--- src/rtl/gpu_pkg.sv ---
// Shared types and constants for the work dispatcher: idle encodings, default
// widths and the per-core scheduling state.
package gpu_pkg;

  localparam int DEF_PC_W = 16;
  localparam int DEF_QN_W = 4;

  localparam logic [1:0] IDLE_BUSY = 2'b00;
  localparam logic [1:0] IDLE_WAIT = 2'b01;
  localparam logic [1:0] IDLE_DONE = 2'b10;

  // State values equal the idle codes so the idle port is the state itself.
  typedef enum logic [1:0] {
    CORE_BUSY = IDLE_BUSY,
    CORE_WAIT = IDLE_WAIT,
    CORE_DONE = IDLE_DONE
  } core_state_e;

endpackage

--- src/rtl/work_fifo.sv ---
// Synchronous FIFO of pending queue numbers. Pointers carry one extra wrap bit
// so full and empty are distinguished without a separate counter.
module work_fifo #(
  parameter int DEPTH = 16,
  parameter int W     = 4
) (
  input  logic         clk,
  input  logic         rst_n,
  input  logic         push_i,
  input  logic [W-1:0] push_data_i,
  input  logic         pop_i,
  output logic         full_o,
  output logic         empty_o,
  output logic [W-1:0] head_o
);

  localparam int AW = (DEPTH > 1) ? $clog2(DEPTH) : 1;

  logic [AW:0]  wr_ptr_q, rd_ptr_q;
  logic [W-1:0] mem_q [DEPTH];
  logic         push_ok, pop_ok;

  assign empty_o = (wr_ptr_q == rd_ptr_q);
  assign full_o  = (wr_ptr_q[AW] != rd_ptr_q[AW]) &&
                   (wr_ptr_q[AW-1:0] == rd_ptr_q[AW-1:0]);
  assign head_o  = mem_q[rd_ptr_q[AW-1:0]];
  assign push_ok = push_i && !full_o;
  assign pop_ok  = pop_i && !empty_o;

  // NOTE: sequential state uses non-blocking (<=) so every register samples
  // pre-edge values, independent of block ordering.
  always_ff @(posedge clk or negedge rst_n) begin
    if (!rst_n) begin
      wr_ptr_q <= '0;
      rd_ptr_q <= '0;
    end else begin
      if (push_ok) wr_ptr_q <= wr_ptr_q + (AW+1)'(1);
      if (pop_ok)  rd_ptr_q <= rd_ptr_q + (AW+1)'(1);
    end
  end

  // NOTE: storage is not reset; the pointers alone define which entries are
  // valid, so clearing them empties the FIFO.
  always_ff @(posedge clk) begin
    if (push_ok) mem_q[wr_ptr_q[AW-1:0]] <= push_data_i;
  end

endmodule

--- src/rtl/work_dispatcher.sv ---
// Work-queue dispatcher: per-core BUSY/WAIT/DONE schedulers, enqueue skids,
// round-robin push and pop arbitration, entry-PC table and termination detect.
module work_dispatcher
  import gpu_pkg::*;
#(
  parameter int NUM_CORES  = 2,
  parameter int FIFO_DEPTH = 16,
  parameter int PC_W       = DEF_PC_W,
  parameter int QN_W       = DEF_QN_W
) (
  input  logic                      clk,
  input  logic                      rst_n,
  input  logic                      cfg_wen,
  input  logic [QN_W-1:0]           cfg_addr,
  input  logic [PC_W-1:0]           cfg_pc,
  input  logic                      start,
  input  logic [QN_W-1:0]           start_queue,
  input  logic [NUM_CORES-1:0]      queue_wen,
  input  logic [NUM_CORES*QN_W-1:0] queue_number,
  input  logic [NUM_CORES-1:0]      request_new_pc,
  output logic [NUM_CORES*PC_W-1:0] new_pc,
  output logic [NUM_CORES*2-1:0]    idle,
  output logic                      all_done,
  output logic                      overflow
);

  localparam int CW  = (NUM_CORES > 1) ? $clog2(NUM_CORES) : 1;
  localparam int TBL = 2 ** QN_W;

  core_state_e                         state_q [NUM_CORES];
  logic [NUM_CORES-1:0][PC_W-1:0]      new_pc_q;
  logic [NUM_CORES-1:0]                skid_vld_q;
  logic [NUM_CORES-1:0][QN_W-1:0]      skid_qn_q;
  logic [NUM_CORES-1:0][QN_W-1:0]      qn_in;
  logic [PC_W-1:0]                     entry_pc_q [TBL];
  logic [CW-1:0]                       rr_push_q, rr_pop_q;
  logic                                all_done_q, overflow_q;

  logic                 all_cores_done, start_acc, term;
  logic [NUM_CORES-1:0] wait_vec;
  logic                 pop_found, pop_en, drn_found, drain_en, push_en;
  logic [CW-1:0]        pop_idx, drn_idx;
  logic [QN_W-1:0]      push_qn, fifo_head;
  logic                 fifo_full, fifo_empty;

  // Returns {found, index}: first requester strictly after 'last', wrapping.
  function automatic logic [CW:0] rr_pick(input logic [NUM_CORES-1:0] req,
                                          input logic [CW-1:0] last);
    logic          found;
    logic [CW-1:0] win;
    found = 1'b0;
    win   = '0;
    for (int i = 0; i < NUM_CORES; i++)
      if (!found && req[i] && i > int'(last)) begin
        found = 1'b1;
        win   = CW'(i);
      end
    for (int i = 0; i < NUM_CORES; i++)
      if (!found && req[i]) begin
        found = 1'b1;
        win   = CW'(i);
      end
    return {found, win};
  endfunction

  // NOTE: every always_comb output is given a default before any branch so no
  // path leaves it unassigned, which would infer a latch.
  always_comb begin
    all_cores_done = 1'b1;
    wait_vec       = '0;
    idle           = '0;
    for (int i = 0; i < NUM_CORES; i++) begin
      if (state_q[i] != CORE_DONE) all_cores_done = 1'b0;
      wait_vec[i]      = (state_q[i] == CORE_WAIT);
      idle[2*i +: 2]   = state_q[i];
    end
  end

  assign qn_in                = queue_number;
  assign {pop_found, pop_idx} = rr_pick(wait_vec, rr_pop_q);
  assign {drn_found, drn_idx} = rr_pick(skid_vld_q, rr_push_q);
  assign start_acc = start && all_cores_done;
  assign pop_en    = pop_found && !fifo_empty;
  // The start push wins the single FIFO write port over skid drains.
  assign drain_en  = drn_found && !fifo_full && !start_acc;
  assign push_en   = start_acc || drain_en;
  assign push_qn   = start_acc ? start_queue : skid_qn_q[drn_idx];
  assign term      = fifo_empty && !(|skid_vld_q) && (&wait_vec) && !(|queue_wen);

  work_fifo #(.DEPTH(FIFO_DEPTH), .W(QN_W)) u_fifo (
    .clk         (clk),
    .rst_n       (rst_n),
    .push_i      (push_en),
    .push_data_i (push_qn),
    .pop_i       (pop_en),
    .full_o      (fifo_full),
    .empty_o     (fifo_empty),
    .head_o      (fifo_head)
  );

  always_ff @(posedge clk or negedge rst_n) begin
    if (!rst_n) begin
      for (int i = 0; i < NUM_CORES; i++) state_q[i] <= CORE_DONE;
      new_pc_q   <= '0;
      all_done_q <= 1'b0;
      rr_pop_q   <= '0;
    end else begin
      for (int i = 0; i < NUM_CORES; i++) begin
        case (state_q[i])
          CORE_BUSY: if (request_new_pc[i]) state_q[i] <= CORE_WAIT;
          CORE_WAIT: begin
            if (term) begin
              state_q[i] <= CORE_DONE;
            end else if (pop_en && pop_idx == CW'(i)) begin
              state_q[i]  <= CORE_BUSY;
              new_pc_q[i] <= entry_pc_q[fifo_head];
            end
          end
          CORE_DONE: if (start_acc) state_q[i] <= CORE_WAIT;
          default:   state_q[i] <= CORE_DONE;
        endcase
      end
      if (start_acc)  all_done_q <= 1'b0;
      else if (term)  all_done_q <= 1'b1;
      if (pop_en)     rr_pop_q   <= pop_idx;
    end
  end

  // A skid that drains this cycle is free to take a new enqueue.
  always_ff @(posedge clk or negedge rst_n) begin
    if (!rst_n) begin
      skid_vld_q <= '0;
      skid_qn_q  <= '0;
      overflow_q <= 1'b0;
      rr_push_q  <= '0;
    end else begin
      for (int i = 0; i < NUM_CORES; i++) begin
        if (queue_wen[i]) begin
          if (!skid_vld_q[i] || (drain_en && drn_idx == CW'(i))) begin
            skid_vld_q[i] <= 1'b1;
            skid_qn_q[i]  <= qn_in[i];
          end else begin
            overflow_q <= 1'b1;
          end
        end else if (drain_en && drn_idx == CW'(i)) begin
          skid_vld_q[i] <= 1'b0;
        end
      end
      if (drain_en) rr_push_q <= drn_idx;
    end
  end

  // The entry table has defined contents out of reset, unlike the FIFO storage.
  always_ff @(posedge clk or negedge rst_n) begin
    if (!rst_n) begin
      for (int a = 0; a < TBL; a++) entry_pc_q[a] <= '0;
    end else if (cfg_wen) begin
      entry_pc_q[cfg_addr] <= cfg_pc;
    end
  end

  assign new_pc   = new_pc_q;
  assign all_done = all_done_q;
  assign overflow = overflow_q;

endmodule

--- config.mk ---
export PLATFORM = sky130hd
export DESIGN_NAME = work_dispatcher
export DESIGN_NICKNAME = d
export VERILOG_FILES = /design/src/rtl/gpu_pkg.sv /design/src/rtl/work_fifo.sv /design/src/rtl/work_dispatcher.sv
export SDC_FILE = /design/constraint.sdc
export NUM_CORES = 1
export LEC_CHECK = 0
export BUFFER_PORTS_ARGS = -buffer_cell sky130_fd_sc_hd__buf_2
export CAP_MARGIN = 20
export CELL_PAD_IN_SITES_DETAIL_PLACEMENT = 1
export CELL_PAD_IN_SITES_GLOBAL_PLACEMENT = 1
export CORE_MARGIN = 10
export CORE_UTILIZATION = 42
export CTS_CLUSTER_DIAMETER = 50
export DETAILED_ROUTE_END_ITERATION = 12
export GPL_TIMING_DRIVEN = 0
export PLACE_DENSITY_LB_ADDON = 0.1
export SLEW_MARGIN = 20
export SYNTH_ARGS = -nofsm -noshare
export SYNTH_HDL_FRONTEND = slang
export SYNTH_SLANG_ARGS = --single-unit
export TNS_END_PERCENT = 50
--- constraint.sdc ---
create_clock -name clk -period 3.9 [get_ports clk]
set_input_delay 0 -clock clk [delete_from_list [all_inputs] [get_ports clk]]
set_output_delay 0 -clock clk [all_outputs]
set_load 0.005 [all_outputs]
==> impl_results.md, run 1 <==
* Run status: finished with violations
* Failing checks: hold timing
* Post-synthesis sequential area ratio at 0.5775
* Worst R2R End: new_pc[1]$_DFFE_PN0P_
* Worst IR Drop VDD at 622.9 uV
* Final setup vio count at 0
* Cell variety after synth at 48
* Grt total ovfl at 0
* Avg Vias per Cell at 5.488
* CTS tree: yes
* Total GRT Usage at 0.1874
* DP HPWL at 32620 um
* Synth top area share at 0.4615
* Die area at 0.04899 mm2
* Longest Clk Path Bufs at 3
* Vias in the first global route at 11100
* CP delay by family, top: buffers and inverters
* Leakage power at 8.836 nW
* Yosys reg bits at 380
* Dpl ws at -0.07282 ns
* Area contributors post-synth: dfrtp_1 46%, mux2_2 18%, edfxtp_1 11%, mux2i_1 8.3%, mux4_2 2.4%
* Non-Filler Instances at 1871
* Placed cells at 1754
* Clock Sink Count at 380
* First-pass GRT wire length at 71130 um
* Site Rows at between 70 and 80
* Pin count of the biggest net entering global routing at roughly 90
* Hold Path Origin: start_queue[0]
* Synth area leader: dfrtp_1
* Max Slew Vio Count at 0
* FF-to-FF setup slack at between 0.2 and 0.3 ns
* RSZ-0062 raised after global routing: no
* Synthesis-to-layout area growth at 17.57%
* Slew HR at 0.2886
* CP peak stage delay at 0.77 ns
* Routed vias at 10270
* Synth warn at 0
* Setup bufs post-CTS at 0
* Number of flops mapped to enable cells by yosys at 64
* Post-synth ARST share at 0.8316
* Highest Clock Rate at 0.2760 GHz
* Post-synth top flop: dfrtp_1
* Buf+Inv Stages, Crit Path at 4
* Max Cap Violations at 0
* Crit-path cells: buf_6, buf_6, xnor2_1, nand4_1, nor2b_1, or3_1, clkbuf_1, nor2b_1, clkbuf_1, and3_1, a221o_1
* Crit path depth at 11
* DRC viols at 0
* Syn nets at 1194
* RePlAce Congestion at 0.7864
* Critical path type: reg2reg
* Setup WS post-layout at between 0.2 and 0.3 ns
* Drt wl/cell at approximately 25 um
* CTS Buf Count at 48
* Critical R2R Launch: u_fifo.rd_ptr_q[0]$_DFFE_PN0P_
* Clk_lat worst skew at 0.57 ns
* I/O pin cnt at 78
* R2r worst-path depth at 11
* Final core utilization at 0.5015
* Crit path DAT at 4.07 ns
* CP max FO at 10
* Worst Hold Path EP: u_fifo.mem_q[14][0]$_DFFE_PP_
* Clock skew at 0.01936 ns
* Reg clk slew, reported paths at 0.06 ns
* Port bufs at 77
* Htree depth at 2
* Tightest Hold Check Type: in2reg
* Fin nets at 1356
* Fin. Hold Viols at 32
* Crit. End Element: register
* DRT antenna net count at 0
* Synthesized area per cell at 14.82 um2
* Core Area at 0.03991 mm2
* Cell area after synthesis at 0.01703 mm2
* DRT Wirelength at 46240 um
* 1st-pass router iterations at 6
* Crit path time final at 3.623 ns
* Tcrit/Tclk final at 0.9290
* Hold depth at 3
* Worst Path Required at 4.34 ns
* Slowest-stage cell, CP: clkbuf_1
* Clock root buffer: clkbuf_16
* Diodes inserted at 0
* Startpoint types: register
* 1st-iter DRT viols at 506
* Pwr dens at 898.6 mW/mm2
* Hold slack at -0.01279 ns
* Layout cell share with drive strength beyond 1 at 0.3715
* Die Y at 221.3 um
* Initial antenna violation count at 0
* Initial Utilization at 0.4266
* Post-Syn Instances at 1149
* Slew @ Worst Pin at about 1.1 ns
* Die Wd at roughly 220 um
[synth_stat cells, drive strengths merged, types with 4 or more instances]
master  count
and2       16
nand2b      8
nor3        4
mux2      269
and3       31
o21ai       4
nor3b       6
dfrtp     314
nor2       22
xnor2      10
edfxtp     64
a221oi     15
clkbuf     48
a22o       15
ha          5
a221o      30
inv         9
buf        34
nand4       4
nand2      15
mux2i     142
nor2b       6
a21oi      11
a22oi      30
mux4       18
[worst register-to-register path, stage by stage, from the launching register on]
cell	delay [ns]
dfrtp_1	0.41
buf_6	0.16
buf_6	0.16
xnor2_1	0.16
nand4_1	0.16
nor2b_1	0.29
or3_1	0.16
clkbuf_1	0.77
nor2b_1	0.31
clkbuf_1	0.39
and3_1	0.26
a221o_1	0.27
[state kept, by name, summed over array words and instances, names as in the netlist, 2 cells and up]
signal           cells
entry_pc_q         256
idle                 4
new_pc              32
skid_qn_q            8
skid_vld_q           2
u_fifo.mem_q        64
u_fifo.rd_ptr_q      5
u_fifo.wr_ptr_q      5
[routing by layer]
layer,up-vias,part of all wire,global-route usage
met5,-,0,0
met4,0,0.017,0.04910
met3,55,0.034,0.02808
met2,172,0.49,0.3139
met1,5419,0.46,0.2488
li1,4622,-,-
[layout by cell type, fill, tap and decap left out, types with 4 or more instances in the layout]
| master | netlist | final |
|---|---|---|
| inv_1 | 8 | 8 |
| xnor2_1 | 10 | 10 |
| nor2_1 | 20 | 19 |
| clkinv_1 | 0 | 5 |
| nor3b_1 | 6 | 6 |
| nand2b_1 | 8 | 8 |
| clkinv_2 | 0 | 8 |
| edfxtp_1 | 64 | 64 |
| a221o_1 | 30 | 30 |
| dfrtp_1 | 314 | 314 |
| buf_6 | 7 | 7 |
| buf_4 | 18 | 18 |
| mux2_2 | 269 | 269 |
| buf_2 | 7 | 83 |
| a221oi_2 | 15 | 15 |
| mux2i_1 | 142 | 142 |
| mux4_2 | 18 | 18 |
| nor2b_1 | 5 | 5 |
| ha_1 | 5 | 5 |
| a22o_1 | 15 | 15 |
| a22oi_1 | 30 | 30 |
| nand4_1 | 4 | 4 |
| and3_1 | 31 | 31 |
| clkbuf_16 | 0 | 49 |
| a21oi_2 | 0 | 4 |
| nand2_1 | 15 | 15 |
| a21oi_1 | 11 | 7 |
| clkbuf_8 | 0 | 4 |
| and2_1 | 13 | 13 |
| dlygate4sd3_1 | 0 | 32 |
| nor3_1 | 4 | 4 |
| o21ai_0 | 4 | 4 |
| clkbuf_1 | 47 | 57 |
[layout make-up]
cell class	instances	area, um2
Buffer	82	442.9
Timing Repair Buffer	112	798.3
Inverter	9	33.78
Fill cell	3891	19900
Multi-Input combinational cell	678	6743
Clock inverter	20	185.2
Tap cell	525	656.9
Sequential cell	380	9832
Clock buffer	65	1326
[worst max path at each step]
stage                                         from                      to  slack (ns)
floorplan           u_fifo.rd_ptr_q[0]$_DFFE_PN0P_   new_pc[5]$_DFFE_PN0P_        1.26
global placement                             rst_n    all_done$_DFFE_PN0P_       -3.39
detailed placement  u_fifo.rd_ptr_q[1]$_DFFE_PN0P_  new_pc[19]$_DFFE_PN0P_       -0.07
CTS                 u_fifo.rd_ptr_q[1]$_DFFE_PN0P_   new_pc[1]$_DFFE_PN0P_        0.08
global route        u_fifo.rd_ptr_q[0]$_DFFE_PN0P_  new_pc[14]$_DFFE_PN0P_        0.08
finish              u_fifo.rd_ptr_q[0]$_DFFE_PN0P_   new_pc[1]$_DFFE_PN0P_        0.28
[through the flow]
stage	instance area (um2)	power, mW	hold slack (ns)	TNS (ns)
3_5_place_dp	18170	13.82	0.07692	-0.6030
4_1_cts	20010	18.17	0.02970	0
2_1_floorplan	17030	11.18	-0.2956	0
3_3_place_gp	18070	13.63	0.2359	-1050.69
5_1_grt	20020	18.96	0.01262	0
6_report	20020	17.99	-0.01279	0
[power breakdown]
part / leakage [nW] / internal, mW / total [mW] / switching, mW
registers: 4.47 / 5.16 / 5.66 / 0.496
logic: 3.63 / 3.46 / 8.08 / 4.61
clock network: 0.743 / 2.57 / 4.26 / 1.68
[timing repair]
action	4_1_cts	5_1_grt
resized for setup	1	4
endpoints found under the hold margin	230	0
hold buffers	32	0
setup endpoints to repair	10	8
[kinds of logic after synthesis]
family	after synthesis	synth area share
XOR/XNOR	13	0.006687
multiplexers	429	0.2852
AO/OA/AOI/OAI	112	0.05952
flip-flops	380	0.5775
AND/OR/NAND/NOR	119	0.03961
buffers and inverters	91	0.02785
adder cells (fa/ha/maj)	5	0.003674
Note: power is estimated with default switching activity, not from simulation.
==> run 2: changes to the inputs <==
Settings changed: RECOVER_POWER from default to 100.
==> run 2 against run 1 <==
  * The flow finishes with violations (capacitance limit, slew limit)
  * Critical path type unchanged
  * Routed wire length grew 0.25%
  * Clock skew grew 0.0012 ns
  * Via count decreased by 0.33%
  * Sequential share of layout area is 0.30 points higher
  * Flip-flop and latch count stayed put
  * Critical endpoint is now new_pc[19]$_DFFE_PN0P_
  * Maximum frequency shrank 1.5%
  * Largest power group unchanged
  * Combinational power down 1%
  * Count of clock-buffer cells in the layout stayed put
  * Critical path depth down 1
  * Die area is the same
  * Total power is 0.58% lower
==> impl_results.md, run 2 (synthesis results as in run 1) <==
* Htree depth at 2 (unchanged)
* Slew @ Worst Pin at 2.360 ns (+1.293 ns)
* Reg clk slew, reported paths at 0.06 ns (about the same)
* CP delay by family, top: multiplexers
* Post-Layout Inst Area at 0.01990 mm2 (-0.61%)
* Commonest cells after routing, fill and taps aside: 314 x dfrtp_1, 269 x mux2_2, 142 x mux2i_1
* Worst Path Required at 4.35 ns (about the same)
* Slowest-stage cell, CP: dfrtp_1
* Crit-path cells: buf_2, mux4_2, mux2i_1, mux2_2, clkbuf_2, buf_6, buf_4, mux2i_1, a221oi_1, a221o_1
* 1st-pass router iterations at 4 (-2)
* Clock power share at 0.238 (about the same)
* Routed vias at 10230 (-0.33%)
* FF-to-FF setup slack at 0.22 ns (-0.06 ns)
* Critical R2R Launch: u_fifo.rd_ptr_q[3]$_DFFE_PN0P_
* Post-place instance area at 0.01817 mm2 (unchanged)
* Tcrit/Tclk final at 0.9434 (+0.01443)
* Critical Path Source: u_fifo.rd_ptr_q[3]$_DFFE_PN0P_
* CP peak stage delay at 0.56 ns (-0.21 ns)
* Most common library cell in the layout ignoring fill and taps: dfrtp_1
* Vias in the first global route at 11100 (unchanged)
* Pin count of the biggest net entering global routing at 89 (unchanged)
* First-pass GRT wire length at 71130 um (unchanged)
* Hold depth at 3 (unchanged)
* Hold slack at 0.08390 ns (+0.09669 ns)
* Core Area at 0.03991 mm2 (unchanged)
* Max Cap Violations at 1 (+1)
* Switch Pwr at 6.762 mW (-0.46%)
* Clk_lat worst skew at 0.58 ns (about the same)
* Avg Vias per Cell at 5.470 (-0.33%)
* CP max FO at 10 (unchanged)
* Synthesis-to-layout area growth at 16.85%
* Switching share of total power at 0.3781 (+0.0004742)
* Clock root buffer: clkbuf_16
* Site Rows at 73 (unchanged)
* Final core utilization at 0.4984 (-0.003072)
* Port bufs at 77 (unchanged)
* Combinational share of power at 0.445 (-0.004)
* Diodes inserted at 0 (unchanged)
* Hold Path Origin: start_queue[1]
* Crit. End Element: register
* Clock skew at 0.02052 ns (+0.001164 ns)
* DRT antenna net count at 0 (unchanged)
* Worst Setup EP: new_pc[19]$_DFFE_PN0P_
* RePlAce Congestion at 0.7864 (unchanged)
* Worst R2R End: new_pc[19]$_DFFE_PN0P_
* Fin nets at 1356 (unchanged)
* Highest Clock Rate at 0.2718 GHz (-1.5%)
* Buf+Inv Stages, Crit Path at 4 (unchanged)
* Longest Clk Path Bufs at 3 (unchanged)
* Die Wd at 221.3 um (unchanged)
* Sequential share of power at 0.317 (+0.003)
* CTS Buf Count at 48 (unchanged)
* Die Y at 221.3 um (unchanged)
* Layout cell share with drive strength beyond 1 at 0.3343 (-0.03715)
* Crit path depth at 10 (-1)
* Final setup vio count at 0 (unchanged)
* Setup tns final at 0 ns (unchanged)
* CTS tree: yes
* Crit path time final at 3.679 ns (+0.05627 ns)
* Total GRT Usage at 0.1874 (unchanged)
* Setup WS post-layout at 0.2208 ns (-0.05627 ns)
* Worst IR Drop VDD at 634.4 uV (+1.8%)
* Critical path type: reg2reg
* Clock Sink Count at 380 (unchanged)
* Top cell by count, worst path: mux2i_1
* Internal power at 11.12 mW (-0.66%)
* Top reg by flops: entry_pc_q
* Setup bufs post-CTS at 0 (unchanged)
* Drt wl/cell at 24.78 um (+0.25%)
* Run status: finished with violations
* Slew HR at -0.5734 (-0.8619)
* Max reg flops at 256 (unchanged)
* DRC viols at 0 (unchanged)
* Initial antenna violation count at 0 (unchanged)
* RSZ-0062 raised after global routing: no
* I/O pin cnt at 78 (unchanged)
* DP HPWL at 32620 um (unchanged)
* Crit path DAT at 4.13 ns (+0.06 ns)
* DRT Wirelength at 46360 um (+0.25%)
* Fin. Hold Viols at 0 (-100%)
* Leakage power at 8.660 nW (-2.0%)
* Startpoint types: register
* Tightest Hold Check Type: in2reg
* Dpl ws at -0.07282 ns (unchanged)
* 1st-iter DRT viols at 523 (+3.4%)
* Die area at 0.04899 mm2 (unchanged)
* R2r worst-path depth at 10 (-1)
* Max Slew Vio Count at 87 (+87)
* Failing checks: capacitance limit, slew limit
* Initial Utilization at 0.4266 (unchanged)
* Grt total ovfl at 0 (unchanged)
* Pwr dens at 898.9 mW/mm2 (about the same)
run 2: cell types whose count changed in the layout (fill, tap and decap cells not counted), sizes merged:
| cell | previous run | this run |
|---|---|---|
| buf | 114 | 65 |
| clkbuf | 113 | 162 |
run 2: area by class of cell:
| cell class | count | area (um2) |
|---|---|---|
| fillers | 3905 | 20020 |
| repair buffers | 112 | 716.9 |
| inverters | 9 | 33.78 |
| clock buffers | 65 | 1326 |
| multi-input cells | 678 | 6709 |
| well taps | 525 | 656.9 |
| flip-flops and latches | 380 | 9832 |
| plain buffers | 82 | 435.4 |
| clock inverters | 20 | 185.2 |
run 2: power by group through the flow:
stage	Combinational (mW)	Sequential (mW)	Clock, mW
4_1_cts	8.15	5.66	4.36
3_5_place_dp	8.10	5.72	0
5_1_grt	8.55	5.78	4.54
6_report	7.96	5.66	4.26
2_1_floorplan	5.62	5.55	0
3_3_place_gp	7.95	5.68	0
run 2: how the worst min path moves through the flow:
stage | to
after global placement | skid_qn_q[7]$_DFFE_PN0P_
final | u_fifo.mem_q[7][1]$_DFFE_PP_
after global routing | u_fifo.mem_q[13][1]$_DFFE_PP_
after detailed placement | entry_pc_q[129]$_DFFE_PN0P_
after floorplan | all_done$_DFFE_PN0P_
after CTS | u_fifo.mem_q[15][2]$_DFFE_PP_
run 2: tightest hold or removal path, stage by stage:
cell,delay [ns]
buf_2,0.10
nor2_1,0.09
a21oi_1,0.22
run 2: timing repair:
item,in CTS,in global routing
hold buffers,32,0
endpoints found under the hold margin,230,0
resized for setup,1,4
cloned,0,0
endpoints found under the setup margin,10,8
run 2: stage by stage:
step	total power [mW]	std cells
final	17.88	1871
after floorplan	11.18	1149
after global routing	18.87	1871
after CTS	18.17	1871
after detailed placement	13.82	1754
after global placement	13.63	1751
run 2: metal layers:
| layer | part of all wire | GRT usage |
|---|---|---|
| met5 | 0 | 0 |
| met4 | 0.018 | 0.04910 |
| met3 | 0.032 | 0.02808 |
| met2 | 0.49 | 0.3139 |
| met1 | 0.46 | 0.2488 |
==> run 3: changes to the inputs <==
Clock period 3.9 ns to 4.3 ns, I/O delays scaled along.
==> run 3 against run 2 <==
  * The flow still finishes with violations (capacitance limit, slew limit)
  * Flip-flop and latch count unchanged
  * Combinational power shrank 9.8%
  * Critical path depth stayed put
==> impl_results.md, run 3 (synthesis results as in run 1) <==
* DP HPWL at 32620 um (unchanged)
* Top reg by flops: entry_pc_q
* Crit path time final at 4.087 ns (+0.4080 ns)
* Htree depth at 2 (unchanged)
* Clock root buffer: clkbuf_16
* Reg area at 0.009832 mm2 (unchanged)
* Avg Vias per Cell at 5.464 (-0.11%)
* Setup bufs post-CTS at 0 (unchanged)
* Die Wd at 221.3 um (unchanged)
* Hold Buf Count CTS at 32 (unchanged)
* CP delay by family, top: buffers and inverters
* Pin count of the biggest net entering global routing at 89 (unchanged)
* Crit. End Element: register
* Slowest-stage cell, CP: clkbuf_1
* Run status: finished with violations
* # fillers at 3909 (+0.10%)
* R2r worst-path depth at 10 (unchanged)
* DRT Wirelength at 46340 um (about the same)
* Crit-path cells: clkbuf_1, mux4_2, mux2i_1, mux2_2, buf_4, clkbuf_2, buf_4, mux2i_1, a221oi_2, a221o_1
* Tightest Hold Check Type: in2reg
* Slew HR at -0.5287 (+0.04464)
* Clock skew at 0.02207 ns (+0.001546 ns)
* Worst Path Required at 4.74 ns (+0.39 ns)
* Post-CTS sizing at 0 (-1)
* Slew @ Worst Pin at 2.293 ns (-0.06696 ns)
* Tcrit/Tclk final at 0.9505 (+0.007133)
* Initial antenna violation count at 0 (unchanged)
* Crit path DAT at 4.53 ns (+0.40 ns)
* RSZ-0062 raised after global routing: no
* Die Y at 221.3 um (unchanged)
* Reg clk slew, reported paths at 0.06 ns (about the same)
* DRC viols at 0 (unchanged)
* Worst Hold Path EP: u_fifo.mem_q[14][0]$_DFFE_PP_
* Drt wl/cell at 24.77 um (about the same)
* Longest Clk Path Bufs at 3 (unchanged)
* Fin nets at 1356 (unchanged)
* Port bufs at 77 (unchanged)
* Clock Sink Count at 380 (unchanged)
* Critical path type: reg2reg
* Hold depth at 3 (unchanged)
* Dpl ws at 0.3272 ns (+0.4000 ns)
* Placed cells at 1754 (unchanged)
* Core Area at 0.03991 mm2 (unchanged)
* Buf+Inv Stages, Crit Path at 4 (unchanged)
* RePlAce Congestion at 0.7864 (unchanged)
* Diodes inserted at 0 (unchanged)
* Site Rows at 73 (unchanged)
* Non-Filler Instances at 1871 (unchanged)
* Pwr dens at 815.1 mW/mm2 (-9.3%)
* Worst R2R End: new_pc[24]$_DFFE_PN0P_
* Die area at 0.04899 mm2 (unchanged)
* Commonest cells after routing, fill and taps aside: 314 x dfrtp_1, 269 x mux2_2, 142 x mux2i_1
* DRT antenna net count at 0 (unchanged)
* CP peak stage delay at 0.63 ns (+0.07 ns)
* Vias in the first global route at 11100 (unchanged)
* I/O pin cnt at 78 (unchanged)
* Synthesis-to-layout area growth at 16.62%
* First-pass GRT wire length at 71130 um (unchanged)
* Setup WS post-layout at 0.2128 ns (-0.008025 ns)
* Total GRT Usage at 0.1874 (unchanged)
* Leakage power at 8.639 nW (-0.25%)
* Most common library cell in the layout ignoring fill and taps: dfrtp_1
* Area of the multi-input gates at 0.006700 mm2 (-0.13%)
* Max reg flops at 256 (unchanged)
* Max Slew Vio Count at 155 (+78%)
* 1st-pass router iterations at 5 (+1)
* Startpoint types: register
* CTS tree: yes
* Initial Utilization at 0.4266 (unchanged)
* Clk_lat worst skew at 0.58 ns (about the same)
* Critical R2R Launch: u_fifo.rd_ptr_q[3]$_DFFE_PN0P_
* Fin. Hold Viols at 0 (unchanged)
* Hold Path Origin: start_queue[0]
* CTS Buf Count at 48 (unchanged)
* Highest Clock Rate at 0.2447 GHz (-10%)
* Grt total ovfl at 0 (unchanged)
* CP max FO at 10 (unchanged)
* FF-to-FF setup slack at 0.21 ns (about the same)
* 1st-iter DRT viols at 520 (-0.57%)
* Setup tns final at 0 ns (unchanged)
* Final setup vio count at 0 (unchanged)
* Routed vias at 10220 (-0.11%)
* Failing checks: capacitance limit, slew limit
* Worst IR Drop VDD at 571.4 uV (-9.9%)
* Max Cap Violations at 2 (+1)
* Layout cell share with drive strength beyond 1 at 0.3306 (-0.003715)
## run 3: cell count changes in the layout (fill, tap and decap cells not counted)
| cell | before | now |
|---|---|---|
| clkbuf_1 | 100 | 103 |
| clkbuf_2 | 8 | 5 |
| a221oi_1 | 3 | 4 |
| a221oi_2 | 12 | 11 |
| buf_16 | 2 | 1 |
| buf_2 | 40 | 41 |
| buf_6 | 7 | 6 |
| clkbuf_4 | 1 | 2 |
| nor2_1 | 19 | 20 |
| nor2_2 | 2 | 1 |
## run 3: how the worst max path moves through the flow
stage | startpoint | end | slack (ns) | cells after the start
final | u_fifo.rd_ptr_q[3]$_DFFE_PN0P_ | new_pc[24]$_DFFE_PN0P_ | 0.21 | 10
after global routing | u_fifo.rd_ptr_q[3]$_DFFE_PN0P_ | new_pc[8]$_DFFE_PN0P_ | 0.1 | 10
after CTS | u_fifo.rd_ptr_q[1]$_DFFE_PN0P_ | new_pc[19]$_DFFE_PN0P_ | 0.30 | 8
after detailed placement | u_fifo.rd_ptr_q[1]$_DFFE_PN0P_ | new_pc[19]$_DFFE_PN0P_ | 0.33 | 8
after global placement | rst_n | all_done$_DFFE_PN0P_ | -2.99 | 1
after floorplan | u_fifo.rd_ptr_q[0]$_DFFE_PN0P_ | new_pc[5]$_DFFE_PN0P_ | 1.66 | 12
## run 3: layer usage
layer / routed length, um / global-route usage / part of all wire
met1: 21150 / 0.2488 / 0.46
met2: 22930 / 0.3139 / 0.49
met3: 1450 / 0.02808 / 0.031
met4: 807 / 0.04910 / 0.017
met5: 0 / 0 / 0
## run 3: through the flow
| stage | hold WS (ns) | total power, mW | instance area [um2] | utilization |
|---|---|---|---|---|
| finish | 0.07447 | 16.19 | 19860 | 0.4975 |
| global route | 0.1102 | 17.08 | 19860 | 0.4975 |
| CTS | 0.02970 | 16.48 | 20010 | 0.5012 |
| detailed placement | 0.07692 | 12.54 | 18170 | 0.4553 |
| global placement | 0.2359 | 12.36 | 18070 | 0.4527 |
| floorplan | -0.2956 | 10.14 | 17030 | - |
## run 3: worst reg2reg max path, cell delays in order (launching register included)
cell and delay [ns]:
dfrtp_1 0.57, clkbuf_1 0.63, mux4_2 0.42, mux2i_1 0.21, mux2_2 0.19, buf_4 0.18
clkbuf_2 0.37, buf_4 0.35, mux2i_1 0.49, a221oi_2 0.20, a221o_1 0.35
## run 3: layout make-up
type / count / share of cell area
Inverter: 9 / 0.001701
Clock buffer: 65 / 0.06679
Multi-Input combinational cell: 678 / 0.3374
Timing Repair Buffer: 112 / 0.03497
Tap cell: 525 / 0.03308
Buffer: 82 / 0.02155
Clock inverter: 20 / 0.009326
Sequential cell: 380 / 0.4951
## run 3: where the power goes
part / switching, mW / leakage [nW] / internal (mW)
Sequential: 0.453 / 4.47 / 4.68
Combinational: 4.13 / 3.43 / 3.05
Clock: 1.53 / 0.743 / 2.33
Total: 6.12 / 8.64 / 10.1
